**config.mk**
```make
export PLATFORM = sky130hd
export DESIGN_NAME = div_clk_monitor
export DESIGN_NICKNAME = d
export VERILOG_FILES = /design/src/rtl/div_clk_monitor.sv
export SDC_FILE = /design/constraint.sdc
export NUM_CORES = 1
export LEC_CHECK = 0
export ABC_AREA = 0
export CAP_MARGIN = 10
export CORE_ASPECT_RATIO = 2
export CORE_MARGIN = 3
export CORE_UTILIZATION = 45
export CTS_CLUSTER_SIZE = 20
export DETAILED_ROUTE_END_ITERATION = 10
export SLEW_MARGIN = 10
export SYNTH_ARGS = -nofsm -noshare
export SYNTH_HDL_FRONTEND = slang
export SYNTH_SLANG_ARGS = --single-unit
export TNS_END_PERCENT = 1
```
**constraint.sdc**
```tcl
create_clock -name clk -period 3.5 [get_ports clk]
set_input_delay 1.05 -clock clk [delete_from_list [all_inputs] [get_ports clk]]
set_output_delay 1.05 -clock clk [all_outputs]
set_load 0.05 [all_outputs]
```
**src/rtl/div_clk_monitor.sv**
```systemverilog
// div_clk_monitor
//   Measures one period of a divided clock (clk_in) that is generated from clk.
//   After a start pulse the block waits for a rising edge of clk_in. It then
//   counts the clk cycles in which clk_in was sampled high and low, up to the
//   next rising edge. Results are latched and flagged with a one-cycle valid.
//   A watchdog aborts a measurement that sees no clk_in edge for 2^CNT_W-1
//   cycles. It flags err, which stays set until the next accepted start.
//
// Ports
//   clk       system clock (also the divider source clock)
//   rst       asynchronous active-high reset
//   clk_in    divided clock under test
//   start     one-cycle pulse arming a measurement (ignored while busy)
//   busy      measurement in progress
//   valid     one-cycle pulse, results updated
//   high_cnt  cycles sampled high
//   low_cnt   cycles sampled low
//   period    high_cnt + low_cnt, saturated to CNT_W bits
//   duty_ok   |high_cnt - low_cnt| <= 1
//   freq_ok   period == EXP_PERIOD
//   err       watchdog timeout, sticky until next start
//
// Build option
//   DIVMON_SYNC_EN  when defined, clk_in passes through a 2-flop synchronizer
//                   before sampling. Edges are seen 2 cycles later and the
//                   count values do not change.
module div_clk_monitor #(
  parameter int CNT_W      = 8,
  parameter int EXP_PERIOD = 5
) (
  input  logic             clk,
  input  logic             rst,
  input  logic             clk_in,
  input  logic             start,
  output logic             busy,
  output logic             valid,
  output logic [CNT_W-1:0] high_cnt,
  output logic [CNT_W-1:0] low_cnt,
  output logic [CNT_W-1:0] period,
  output logic             duty_ok,
  output logic             freq_ok,
  output logic             err
);

  localparam logic [1:0] IDLE      = 2'd0;
  localparam logic [1:0] WAIT_RISE = 2'd1;
  localparam logic [1:0] MEAS_HIGH = 2'd2;
  localparam logic [1:0] MEAS_LOW  = 2'd3;

  localparam logic [CNT_W-1:0] CNT_MAX = {CNT_W{1'b1}};
  localparam logic [CNT_W-1:0] ONE     = {{(CNT_W-1){1'b0}}, 1'b1};
  // The watchdog is about to reach CNT_MAX on this edge.
  localparam logic [CNT_W-1:0] WD_LAST = {{(CNT_W-1){1'b1}}, 1'b0};
  localparam logic [CNT_W-1:0] EXP_W   = EXP_PERIOD[CNT_W-1:0];

  logic             lvl, lvl_d;
  logic             rise, fall;
  logic [1:0]       state;
  logic [CNT_W-1:0] hcnt, lcnt, wd;
  logic [CNT_W:0]   sum;
  logic [CNT_W-1:0] per_sat, diff;
  logic             wd_expire;

  // clk_in sampling
`ifdef DIVMON_SYNC_EN
  logic [1:0] sync_q;
  always_ff @(posedge clk or posedge rst) begin
    if (rst) begin
      sync_q <= 2'b00;
      lvl    <= 1'b0;
      lvl_d  <= 1'b0;
    end else begin
      sync_q <= {sync_q[0], clk_in};
      lvl    <= sync_q[1];
      lvl_d  <= lvl;
    end
  end
`else
  always_ff @(posedge clk or posedge rst) begin
    if (rst) begin
      lvl   <= 1'b0;
      lvl_d <= 1'b0;
    end else begin
      lvl   <= clk_in;
      lvl_d <= lvl;
    end
  end
`endif

  assign rise = lvl & ~lvl_d;
  assign fall = ~lvl & lvl_d;
  assign busy = (state != IDLE);

  always_comb begin
    sum       = {1'b0, hcnt} + {1'b0, lcnt};
    per_sat   = sum[CNT_W] ? CNT_MAX : sum[CNT_W-1:0];
    diff      = (hcnt >= lcnt) ? (hcnt - lcnt) : (lcnt - hcnt);
    // Any clk_in edge restarts the watchdog, so it never expires on an edge.
    wd_expire = (state != IDLE) && !(rise || fall) && (wd == WD_LAST);
  end

  always_ff @(posedge clk or posedge rst) begin
    if (rst) begin
      state    <= IDLE;
      hcnt     <= '0;
      lcnt     <= '0;
      wd       <= '0;
      valid    <= 1'b0;
      err      <= 1'b0;
      high_cnt <= '0;
      low_cnt  <= '0;
      period   <= '0;
      duty_ok  <= 1'b0;
      freq_ok  <= 1'b0;
    end else begin
      valid <= 1'b0;
      if (state == IDLE) begin
        if (start) begin
          state <= WAIT_RISE;
          err   <= 1'b0;
          hcnt  <= '0;
          lcnt  <= '0;
          wd    <= '0;
        end
      end else begin
        wd <= (rise || fall) ? '0 : wd + ONE;
        if (wd_expire) begin
          state    <= IDLE;
          err      <= 1'b1;
          valid    <= 1'b1;
          high_cnt <= '0;
          low_cnt  <= '0;
          period   <= '0;
          duty_ok  <= 1'b0;
          freq_ok  <= 1'b0;
        end else if (state == WAIT_RISE) begin
          if (rise) begin
            state <= MEAS_HIGH;
            hcnt  <= ONE;            // the rise cycle itself is high
          end
        end else if (state == MEAS_HIGH) begin
          if (fall) begin
            state <= MEAS_LOW;
            lcnt  <= ONE;            // the fall cycle itself is low
          end else if (hcnt != CNT_MAX) begin
            hcnt <= hcnt + ONE;
          end
        end else begin               // MEAS_LOW
          if (rise) begin
            // The second rise is not counted as low; it closes the period.
            state    <= IDLE;
            valid    <= 1'b1;
            high_cnt <= hcnt;
            low_cnt  <= lcnt;
            period   <= per_sat;
            duty_ok  <= (diff <= ONE);
            freq_ok  <= (per_sat == EXP_W);
          end else if (lcnt != CNT_MAX) begin
            lcnt <= lcnt + ONE;
          end
        end
      end
    end
  end

endmodule

```
## After elaboration in Yosys (flattened, before gate mapping)

Cells that the tools add are included.

- Register bits after elaboration: 56
- Output and inout port bits: 29

- $add $sub $neg: 6
- $lt $le $gt $ge: 2
- Equal/unequal tests: 17
- Multiplexer cells: 55
- Bitwise logic cells: 5
- Reduce and logical (&&, ||, !) cells: 17

Operator list:

| kind | number |
|---|---|
| $mux W8 | 31 |
| $add A8 B1 Y8 const B | 3 |
| $mux W1 | 16 |
| $mux W2 | 8 |
| $ne A8 B8 Y1 const B | 2 |
| $sub A8 B8 Y8 | 2 |
| $reduce_and A6 Y1 | 2 |
| $add A8 B8 Y9 | 1 |
| $reduce_bool A3 Y1 | 3 |
| $eq A8 B3 Y1 const B | 1 |
| $eq A8 B8 Y1 const B | 1 |
| $ge A8 B8 Y1 | 1 |
| $le A8 B1 Y1 const B | 1 |
| $ne A2 B2 Y1 const B | 4 |
| $reduce_and A4 Y1 | 2 |
| $ne A3 B1 Y1 const B | 2 |
| $ne A3 B3 Y1 const B | 2 |
| $reduce_bool A2 Y1 | 3 |
| $ne A5 B5 Y1 const B | 1 |
| $ne A4 B4 Y1 const B | 1 |
| $reduce_bool A4 Y1 | 1 |
| $not A1 Y1 | 3 |
| $and A1 B1 Y1 | 2 |
| $eq A2 B1 Y1 const B | 1 |
| 7 further kinds | 8 |

## Longest topological paths before layout

- Word-level depth: 8
- Mapped depth: 11

## Least setup slack after synthesis

OpenSTA, ideal clock, no wires.

- Path kind: flip-flop to flip-flop
- From: reg state[0]
- To: reg hcnt[5]
- Arrival: 2.456 ns
- Data required time: 3.369 ns
- Slack: 0.913 ns
- Cell stages (with the launch flop): 10
- Path buffers: 0
- Cells stage by stage: dfrtp_1 > inv_1 > ha_1 > inv_1 > nor2_1 > or4_4 > a21o_4 > nor3_2 > xnor2_1 > nor2_1

- Longest elaborated chain between the ends: 5
- Elaborated cells between the ends (all ways): 16
- Those cells by class: eq/ne (6); mux (3); reduce/logical (7)

RTL lines:

| what | line | source |
|---|---|---|
| from (decl) | 58 | `logic [1:0] state;` |
| from (signal assigned) | 104 | `state <= IDLE;` |
| from (signal assigned) | 119 | `state <= WAIT_RISE;` |
| from (signal assigned) | 128 | `state <= IDLE;` |
| $reduce_bool A2 Y1 | n/a |  |
| net busy | 35 | `output logic busy,` |
| $logic_and A1 B1 Y1 (2 in series) | 99 | `wd_expire = (state != IDLE) && !(rise \|\| fall) && (wd == WD_LAST);` |
| $ne A2 B1 Y1 (no source line) | n/a |  |
| $reduce_and A6 Y1 (no source line) | n/a |  |
| to (signal assigned) | 146 | `hcnt <= hcnt + ONE;` |
| to (decl) | 59 | `logic [CNT_W-1:0] hcnt, lcnt, wd;` |

The timed path passes the listed nets, and every way through them passes these cells. The select of a mux whose other input is x is not followed.
A chain may end at the register's enable or synchronous reset.

## Final worst setup path

- From: reg state[1]
- To: out busy

- Longest elaborated chain between the ends: 1

RTL lines:

| what | line | source |
|---|---|---|
| $reduce_bool A2 Y1 | 92 | `assign busy = (state != IDLE);` |
| to (decl) | 35 |  |

Every way passes these cells.

==> qor.csv <==
stage,metric,value,unit
outcome,run_status,"finished, final reports clean",
yosys,share_of_synthesized_flip_flops_with_an_asynchronous_set_or_reset,1.00,
finish,antenna-diode-count,0,
routing,routed_wirelength,9970,microns
power_and_ir_drop,power_density,830,nW/um^2
timing,hold_ws,448,ps
global_route,vias_in_the_first_global_route,3206,
critical_path,worst_setup_path_start_kind,flop,
finish,layout.cells.non_filler,545,
critical_path,critical_path.slowest_cell,clkdlybuf4s50_1,
die,io-pin-count,33,
critical_path,cpMostUsedCell,inv_1,
place,dpl_cell_area,4150,sq um
critical_path,timing_worst_setup_path_type,reg2out,
yosys,ys_ff_latch,56,
timing,report.final.hold_viol_count,0,
critical_path,worst_ep_arrival_time,2180,ps
clocking,cts.sink_count,56,
power_and_ir_drop,power_leakage,1.94,nW
power_and_ir_drop,combinationalPowerShare,0.581,
routing,drc,0,
job,max_cap_viol_count,0,
power_and_ir_drop,switching_share,0.477,
global_route,antenna_found_initial,0,
place,hpwl,7740,microns
die,design.core.area,8000,sq um
clocking,tritoncts,yes,
power_and_ir_drop,peakVddDrop,419,uV
timing,max_freq,309,MHz
power_and_ir_drop,power.sequential.fraction,0.276,
place,placed_cells_incl_taps,537,
yosys,mappedNetlistNets,459,
die,initial_core_util,0.466,
finish,finish.net_count,489,
global_route,grt_util_met3,0.0261,
place,routabilityCongestion,0.900,
yosys,synth_flop_cell,dfrtp_1,
clocking,postCtsResizedCells,0,
yosys,netlist_top_cells_area,"dfrtp_1 38%, ha_1 11%, nor2_1 5.5%, mux2i_1 4.6%, o21ai_0 4.3%",
yosys,synth_largest_type_area_fraction,0.376,
finish,syn2layout_area_growth,15.2,%
global_route,grt_util_met2,0.426,
yosys,yosysTopAreaCell,dfrtp_1,
finish,final_layout_size_suffix_gt1_frac,0.0557,
timing,timing.clock.skew,5.07,ps
timing,setup_slack,268,ps
routing,post_drt_wl_per_cell,18.3,microns
yosys,synthesis.area,3730,sq um
die,fp-row-count,46,
routing,drt-vias-per-instance,5.71,
critical_path,cp-end-kind,primary output,
global_route,global_route.peak_usage_layer,met2,
yosys,netlist_instances,418,
critical_path,worst_path_largest_cell_delay,830,ps
clocking,hold_buffers,0,
global_route,global_route.usage.met1,0.222,
timing,max_transition_viols_final,0,
global_route,global_route_usage_sum,0.222,
yosys,synthDistinctLibCells,55,
clocking,post-cts-setup-buffer-count,0,
timing,totalNegativeSetupSlack,0,ps
clocking,cts_buffer_depth,2,
routing,drt_first_pass_iters,6,
timing,period_minus_slack,3230,ps
yosys,post_synth.cell_area_avg,8.93,sq um
die,die_outline_area,9490,sq um
power_and_ir_drop,p_switching,1.70,mW
power_and_ir_drop,pwr-share-clk,0.144,
yosys,ys_seq_area_frac,0.376,
finish,final_core_utilization,0.537,
clocking,register_clock_pin_slew_on_the_reported_worst_setup_and_hold_paths,70,ps
die,floorplan.die.width,70.4,microns
critical_path,ordered_cell_list_for_the_critical_path,"inv_1, ha_1, inv_1, clkdlybuf4s50_1",
routing,routed-via-count,3111,
global_route,pin_count_of_the_biggest_net_entering_global_routing,57,
clocking,cts_made_buffers,5,
timing,relSlewSlack,0.523,
power_and_ir_drop,power,3.57,mW
finish,count_of_fill_cells_added_during_filler_insertion,771,
timing,grt_setup_unrepaired,no,
die,fp.dieH,135,microns
yosys,yosys_warn_count,0,
clocking,cts-root-buf,clkbuf_16,
timing,final_setup_violation_count,0,
routing,detail_route.iter0.violations,182,
timing,timing.final.crit_share,0.924,
critical_path,worst_ep_required_time,2450,ps
global_route,grt-ovfl-total,0,
global_route,grt_first_pass_wirelength,16400,microns
yosys,synth_enable_flop_cells,0,
place,port-buffer-count,32,
power_and_ir_drop,power.internal,1.87,mW
clocking,htree_levels,2,
routing,antenna_violating_nets_post_route,0,
critical_path,crit_path_max_fanout,8,
min_path,hold_path_class,reg2reg,
finish,layout.cell_area.non_filler,4300,sq um
clocking,clk_latency,300,ps
timing,worst_slew_pin_tran,716,ps
place,preCtsSetupSlack,487,ps
## synthesized netlist by cell type, types with 2 or more instances
| cell | number |
|---|---|
| ha_1 | 34 |
| nor4_1 | 4 |
| mux2i_1 | 17 |
| o211ai_1 | 3 |
| o21ai_0 | 32 |
| a211o_1 | 3 |
| or2_1 | 2 |
| nor2b_1 | 3 |
| dfrtp_1 | 56 |
| nand3_1 | 10 |
| nor3_1 | 7 |
| or2_2 | 2 |
| o21ai_1 | 3 |
| nand2_1 | 26 |
| a211oi_1 | 4 |
| o22ai_1 | 3 |
| o311a_1 | 2 |
| or4_1 | 2 |
| a31oi_1 | 4 |
| a21o_1 | 6 |
| inv_1 | 31 |
| nand4_1 | 8 |
| xor2_1 | 4 |
| nor2_1 | 55 |
| nand2b_1 | 8 |
| nor3b_1 | 2 |
| o31ai_1 | 6 |
| clkbuf_1 | 7 |
| a21oi_1 | 25 |
| and3_1 | 6 |
| xnor2_1 | 12 |
| buf_2 | 3 |
| fa_1 | 3 |
| nor3_2 | 3 |
| and2_1 | 2 |
## registers in the layout, summed over array words and instances (netlist names)
signal and count:
lvl_d 1, wd 8, err 1, lvl 1, duty_ok 1, high_cnt 8
lcnt 8, valid 1, state 2, freq_ok 1, hcnt 8, period 8
low_cnt 8
## cell type report
cell class | instances | area (sq um) | area share
clock inverters | 3 | 23.8 | 0.00553
well taps | 96 | 120 | 0.0279
repair buffers | 36 | 350 | 0.0815
inverters | 32 | 121 | 0.0282
multi-input cells | 317 | 2160 | 0.502
clock buffers | 5 | 125 | 0.0291
flip-flops and latches | 56 | 1400 | 0.326
## layer usage
| layer | wire length (microns) | up-vias |
|---|---|---|
| met1 | 3460 | 1504 |
| met2 | 5800 | 64 |
| li1 | - | 1517 |
| met3 | 237 | 26 |
| met4 | 467 | 0 |
| met5 | 0 | - |
## power by group through the flow
stage | logic (mW) | registers, mW | clock network, mW
finish | 2.07 | 0.984 | 0.513
global route | 2.28 | 1.01 | 0.547
CTS | 2.09 | 0.988 | 0.532
detailed placement | 2.08 | 0.999 | 0
global placement | 2.06 | 0.994 | 0
floorplan | 1.18 | 1.30 | 0
## cells by family after synthesis
logic type	count (synthesis)	synth area share
compound gates	102	0.170
xor+xnor	16	0.0376
fa+ha+maj	37	0.130
buf+inv	45	0.0496
flops	56	0.376
mux	17	0.0456
simple gates	145	0.191
## path summary, 6_finish.rpt
kind	cells after the start	slack, ps	from	endpoint
max in group asynchronous	3	1750	rst	hcnt[1]$_DFFE_PP0P_
worst max-delay path	4	270	state[1]$_DFFE_PP0P_	busy
worst min-delay path	0	450	lvl$_DFF_PP0_	lvl_d$_DFF_PP0_
min in group asynchronous	3	1260	rst	low_cnt[5]$_DFFE_PP0P_
worst max register to register	9	620	hcnt[2]$_DFFE_PP0P_	duty_ok$_DFFE_PP0P_
worst min register to register	0	450	lvl$_DFF_PP0_	lvl_d$_DFF_PP0_
## layout by cell type (no fill, tap or decap), types with 2 or more instances in the layout
master / netlist / routed
a21oi_1: 25 / 25
a211o_1: 3 / 3
dfrtp_1: 56 / 56
and2_1: 2 / 2
xnor2_1: 12 / 12
nor3b_1: 2 / 2
or2_1: 2 / 2
or2_2: 2 / 2
a31oi_1: 4 / 4
nor3_1: 7 / 7
and3_1: 6 / 6
nand3_1: 10 / 10
mux2i_1: 17 / 17
xor2_1: 4 / 4
clkbuf_16: 0 / 5
nor2b_1: 3 / 3
nor2_1: 55 / 55
buf_4: 1 / 4
clkdlybuf4s50_1: 0 / 32
nand2b_1: 8 / 8
inv_1: 31 / 30
a21o_1: 6 / 6
o311a_1: 2 / 2
or4_1: 2 / 2
nor3_2: 3 / 2
ha_1: 34 / 34
clkinvlp_4: 0 / 2
o31ai_1: 6 / 6
nand4_1: 8 / 8
o21ai_0: 32 / 32
o211ai_1: 3 / 3
o21ai_1: 3 / 3
a211oi_1: 4 / 4
nor4_1: 4 / 3
nand2_1: 26 / 26
fa_1: 3 / 3
o22ai_1: 3 / 3
## critical path: cells and delay by family, from the launching register on
kind	cells	cell delay [ps]
flops	1	450
fa+ha+maj	1	290
buf+inv	3	1140
Power figures use the tool's default switching activity.
==> RTL edit 1, RTL diff (config.mk and constraints unchanged) <==
Register the output `high_cnt` once more, without a reset; this adds one clock of latency there. The other outputs are not delayed to match. Comments in the files are not updated.
--- a/src/rtl/div_clk_monitor.sv
+++ b/src/rtl/div_clk_monitor.sv
@@ -54,4 +54,6 @@
   localparam logic [CNT_W-1:0] EXP_W   = EXP_PERIOD[CNT_W-1:0];
 
+  logic [CNT_W-1:0] high_cnt_s0;
+
   logic             lvl, lvl_d;
   logic             rise, fall;
@@ -108,5 +110,5 @@
       valid    <= 1'b0;
       err      <= 1'b0;
-      high_cnt <= '0;
+      high_cnt_s0 <= '0;
       low_cnt  <= '0;
       period   <= '0;
@@ -129,5 +131,5 @@
           err      <= 1'b1;
           valid    <= 1'b1;
-          high_cnt <= '0;
+          high_cnt_s0 <= '0;
           low_cnt  <= '0;
           period   <= '0;
@@ -151,5 +153,5 @@
             state    <= IDLE;
             valid    <= 1'b1;
-            high_cnt <= hcnt;
+            high_cnt_s0 <= hcnt;
             low_cnt  <= lcnt;
             period   <= per_sat;
@@ -164,4 +166,8 @@
   end
 
+  always_ff @(posedge clk) begin
+    high_cnt <= high_cnt_s0;
+  end
+
 endmodule
 
Check against the original RTL: not equivalent (a bounded check fails within 10 cycles, from zero or initial values and one cycle with rst high).
==> RTL edit 1 against the unedited design <==
Sequential cell count rose by 8. Non-clock buffer count rose by 4. Power rose by 15%. Routed wire length rose by 11%. Via count rose by 11%. Synthesized area rose by 8.1%. Combinational power rose by 5%. Register-to-register slack improved by 110 ps. Die area rose by 7.5%. Setup slack got worse by 66 ps. Cell area rose by 10%. Largest cell class unchanged.
==> RTL edit 1: results (changes against the unedited design) <==
[run_status]
outcome=completed  ; unchanged

[hold_path]
holdPathStages=0  ; unchanged
whs_endpoint=high_cnt[7]  ; was lvl_d
worstHoldStart=high_cnt_s0[7]  ; was lvl
min_path_type=reg -> reg  ; unchanged

[grt]
grtUsageTotal_pct=23.1  ; was 22.2%
grt_pass1_wl_mm=17.8  ; was 16.4 mm
grt_max_degree=32  ; was 57

[setup_path]
worst_ep_arrival_time_ps=2250  ; was 2180 ps
r2r_cells=7  ; was 9
cp_max_fo=13  ; was 8
rr_endpoint=period[6]  ; was duty_ok
critPathSlowestCell=clkdlybuf4s50_1  ; unchanged
cpPeakStageDelay_ps=830  ; about the same
reg2reg_slack_ps=730  ; was 620 ps
r2r_start=hcnt[3]  ; was hcnt[2]

[synth]
synth_compound_area_share_pct=19.1  ; was 17.0%
async_reset_ff_share_pct=87.5  ; was 100%
synth-seq-area-share_pct=38.7  ; was 37.6%
synth_commonest_cells=57 x nand2_1, 56 x dfrtp_1, 53 x a21oi_1  ; was 56 x dfrtp_1, 55 x nor2_1, 34 x ha_1
synthTopCellsByArea=dfrtp_1 35%, ha_1 11%, a21oi_1 6.6%  ; was dfrtp_1 38%, ha_1 11%, nor2_1 5.5%
syn_nets=497  ; was 459
ys_warn_count=0  ; unchanged
synthCells=456  ; was 418
synth_cell_types=63  ; was 55
synth.mux.area_fraction_pct=0.496  ; was 4.56%
synth_adder_area_share_pct=12.0  ; was 13.0%
synth_xor_area_share_pct=3.91  ; was 3.76%

[pwr]
intPower_mw=2.24  ; was 1.87 mW
powerDensity_nw_per_um2=868  ; was 830 nW/um^2
peakVddDrop_mv=0.416  ; was 0.419 mV
comb_power_mw=2.17  ; was 2.07 mW
seq-power_mw=1.07  ; was 0.984 mW
p_leak_nw=2.03  ; was 1.94 nW

[cts]
post_cts_resized=0  ; unchanged
cts_buffers=9  ; was 5
clk_path_buf_depth=2  ; unchanged
htree_levels=3  ; was 2
postCtsSetupRepairBufs=0  ; unchanged
clk_pin_slew_ps=50  ; was 70 ps
insertion_delay_ps=330  ; was 300 ps

[cells_and_area]
nFillCells=816  ; was 771
drive_gt1_share_pct=7.10  ; was 5.57%
fin_nets=529  ; was 489

[detailed_routing]
vias=3464  ; was 3111
viasPerCell=5.84  ; was 5.71
drt_iter0_drc=189  ; was 182
first_pass_iters=4  ; was 6
drt-total-wl_mm=11.0  ; was 9.97 mm

[sta]
clock_skew_ps=5.33  ; was 5.07 ps
hold_slack_ps=367  ; was 448 ps
worst_pin_slew_ps=714  ; was 716 ps

[placement]
hpwl_mm=8.32  ; was 7.74 mm
dp_slack_ps=454  ; was 487 ps
gp_congestion=0.871  ; was 0.900
dp_cells=577  ; was 537
placed_area_um2=4440  ; was 4150 um^2

==> RTL edit 1: how the worst max path moves through the flow <==
stage	from	to	slack [ps]	depth (start not counted)
2_1_floorplan	rst	duty_ok	1080	1
3_3_place_gp	start	lcnt[3]	490	6
3_5_place_dp	start	lcnt[3]	450	6
4_1_cts	state[1]	busy	200	4
5_1_grt	state[0]	busy	50	4
6_report	state[1]	busy	200	4
==> RTL edit 1: layer usage <==
layer	track usage, %	up-vias	share of wire [%]
met4	11.9	0	4.3
met1	23.8	1671	36
met3	4.05	32	3.5
met5	0	-	0
li1	-	1667	-
met2	42.6	94	56
==> RTL edit 1: cell type report <==
class,instances,area (um^2),share of cell area [%]
multi-input cells,338,2240,47.4
flip-flops and latches,64,1560,33.0
repair buffers,40,380,8.05
clock buffers,11,233,4.92
inverters,35,131,2.78
well taps,100,125,2.65
clock inverters,5,57.6,1.22
==> RTL edit 1: critical path, delay by kind of cell, from the launching register on <==
family                     cells  cell delay, ps
buffers and inverters          3            1130
DFF                            1             440
adders and majority gates      1             340
==> RTL edit 2, RTL diff (config.mk and constraints unchanged) <==
Without the edit above. The option `DIVMON_SYNC_EN` is turned on by a define.
--- a/src/rtl/div_clk_monitor.sv
+++ b/src/rtl/div_clk_monitor.sv
@@ -25,4 +25,6 @@
 //                   before sampling. Edges are seen 2 cycles later and the
 //                   count values do not change.
+`define DIVMON_SYNC_EN
+
 module div_clk_monitor #(
   parameter int CNT_W      = 8,
Formal check against the unedited RTL: not equivalent (Yosys sat finds a counterexample within 10 cycles, from zero or initial values and one cycle with rst high).
==> RTL edit 2 against the unedited design <==
Clock power is 73% higher. Power increased by 5.3%. Routed wire length up 3.6%. Sequential cell count rose by 2. Setup slack worse by 45 ps. Synthesized area grew 1.8%. Cell area rose by 5.2%. Register-to-register slack better by 70 ps. Critical path type unchanged. Global-route usage up 0.69 points.
==> RTL edit 2: results (changes against the unedited design) <==
[cts]
htree_levels=3  ; was 2
clock-root-buffer=clkbuf_16  ; unchanged
post_cts_resized=0  ; unchanged
cts_buffers=9  ; was 5
clk_path_buf_depth=2  ; unchanged
clk_pin_slew_ps=50  ; was 70 ps
insertion_delay_ps=340  ; was 300 ps
postCtsSetupRepairBufs=0  ; unchanged

[run_status]
outcome=completed  ; unchanged

[hold_path]
holdPathStages=0  ; unchanged
min_path_type=reg -> reg  ; unchanged
whs_endpoint=lvl  ; was lvl_d
worstHoldStart=sync_q[1]  ; was lvl

[placement]
hpwl_mm=7.67  ; was 7.74 mm
port_buffers=32  ; unchanged
gp_congestion=0.990  ; was 0.900

[pwr]
p_leak_nw=2.01  ; was 1.94 nW
peakVddDrop_mv=0.472  ; was 0.419 mV

[setup_path]
rr_endpoint=freq_ok  ; was duty_ok
r2r_cells=8  ; was 9
cp_max_fo=12  ; was 8
worst_ep_arrival_time_ps=2230  ; was 2180 ps
path_delay_family=buffers and inverters  ; unchanged
reg2reg_slack_ps=690  ; was 620 ps
cpPeakStageDelay_ps=810  ; was 830 ps
r2r_start=lcnt[1]  ; was hcnt[2]
critPathSlowestCell=clkdlybuf4s50_1  ; unchanged

[detailed_routing]
first_pass_iters=4  ; was 6
viasPerCell=5.72  ; was 5.71
postRouteAntennaNets=0  ; unchanged
wl_per_cell_um=18.1  ; was 18.3 um
drt_iter0_drc=101  ; was 182

[cells_and_area]
drive_gt1_share_pct=8.23  ; was 5.57%
fin_nets=510  ; was 489
num_antenna_cells=0  ; unchanged

[grt]
grt_max_degree=59  ; was 57
grt_pass1_wl_mm=16.8  ; was 16.4 mm
grtUsageTotal_pct=22.9  ; was 22.2%
grt_pass1_vias=3434  ; was 3206
antenna_found_initial=0  ; unchanged

[sta]
finalHoldViolCount=0  ; unchanged
worst_pin_slew_ps=759  ; was 716 ps
clock_skew_ps=6.27  ; was 5.07 ps

[synth]
synth_commonest_cells=58 x dfrtp_1, 57 x nand2_1, 43 x a21oi_1  ; was 56 x dfrtp_1, 55 x nor2_1, 34 x ha_1
synth_cell_types=55  ; unchanged
synth-seq-area-share_pct=38.2  ; was 37.6%
ys_warn_count=0  ; unchanged
syn_nets=477  ; was 459
async_reset_ff_share_pct=100  ; unchanged
synthTopCellsByArea=dfrtp_1 38%, ha_1 11%, a21oi_1 5.7%  ; was dfrtp_1 38%, ha_1 11%, nor2_1 5.5%

==> RTL edit 2: cell types whose count changed in the layout (fill, tap and decap cells not counted), sizes merged, moves of 5 or more <==
cell,unedited run,this run
a21oi,25,43
buf,4,10
clkbuf,5,10
mux2i,17,0
nand2,26,57
nand3,10,17
nor2,55,29
o21ai,35,22
==> RTL edit 2: worst max path at each step <==
stage                  start  endpoint  cells past startpoint
floorplan                rst   duty_ok                      1
global placement       start   lcnt[7]                      7
detailed placement     start   lcnt[5]                      7
CTS                 state[0]      busy                      4
global route        state[0]      busy                      4
finish              state[0]      busy                      4
==> RTL edit 2: area by class of cell <==
type	count	area, um^2
sequential	58	1450
inverter	33	124
timing repair buffer	42	395
tap	96	120
clock buffer	10	239
fill	763	3540
multi-input combinational	325	2120
clock inverter	6	66.3
==> RTL edit 2: power breakdown <==
group,switching (mW),internal (mW),total [mW]
clock network,0.318,0.569,0.887
logic,1.15,0.710,1.86
registers,0.190,0.820,1.01
total,1.66,2.10,3.76
==> RTL edit 2: metrics by stage <==
stage	setup slack [ps]	std cells	hold WS [ps]	instance area, um^2	utilization [%]
2_1_floorplan	1020	436	331	3800	-
3_3_place_gp	475	554	334	4220	52.3
3_5_place_dp	404	554	345	4220	52.3
4_1_cts	213	570	358	4520	56.1
5_1_grt	110	570	367	4520	56.1
6_report	223	570	353	4520	56.1
==> RTL edit 2: per-layer routing <==
metal	part of all wire, %	vias to the layer above	global-route usage (%)
li1	-	1578	-
met1	37	1567	22.9
met2	54	76	41.0
met3	2.7	37	3.48
met4	6.3	0	17.7
met5	0	-	0
==> RTL edit 2: cells by family after synthesis <==
logic type,after synthesis,synth area share (%)
AO/OA/AOI/OAI,107,17.1
XOR/XNOR,21,4.84
adder cells (fa/ha/maj),37,12.8
buffers and inverters,53,5.83
flip-flops,58,38.2
multiplexers,1,0.297
AND/OR/NAND/NOR,159,21.0
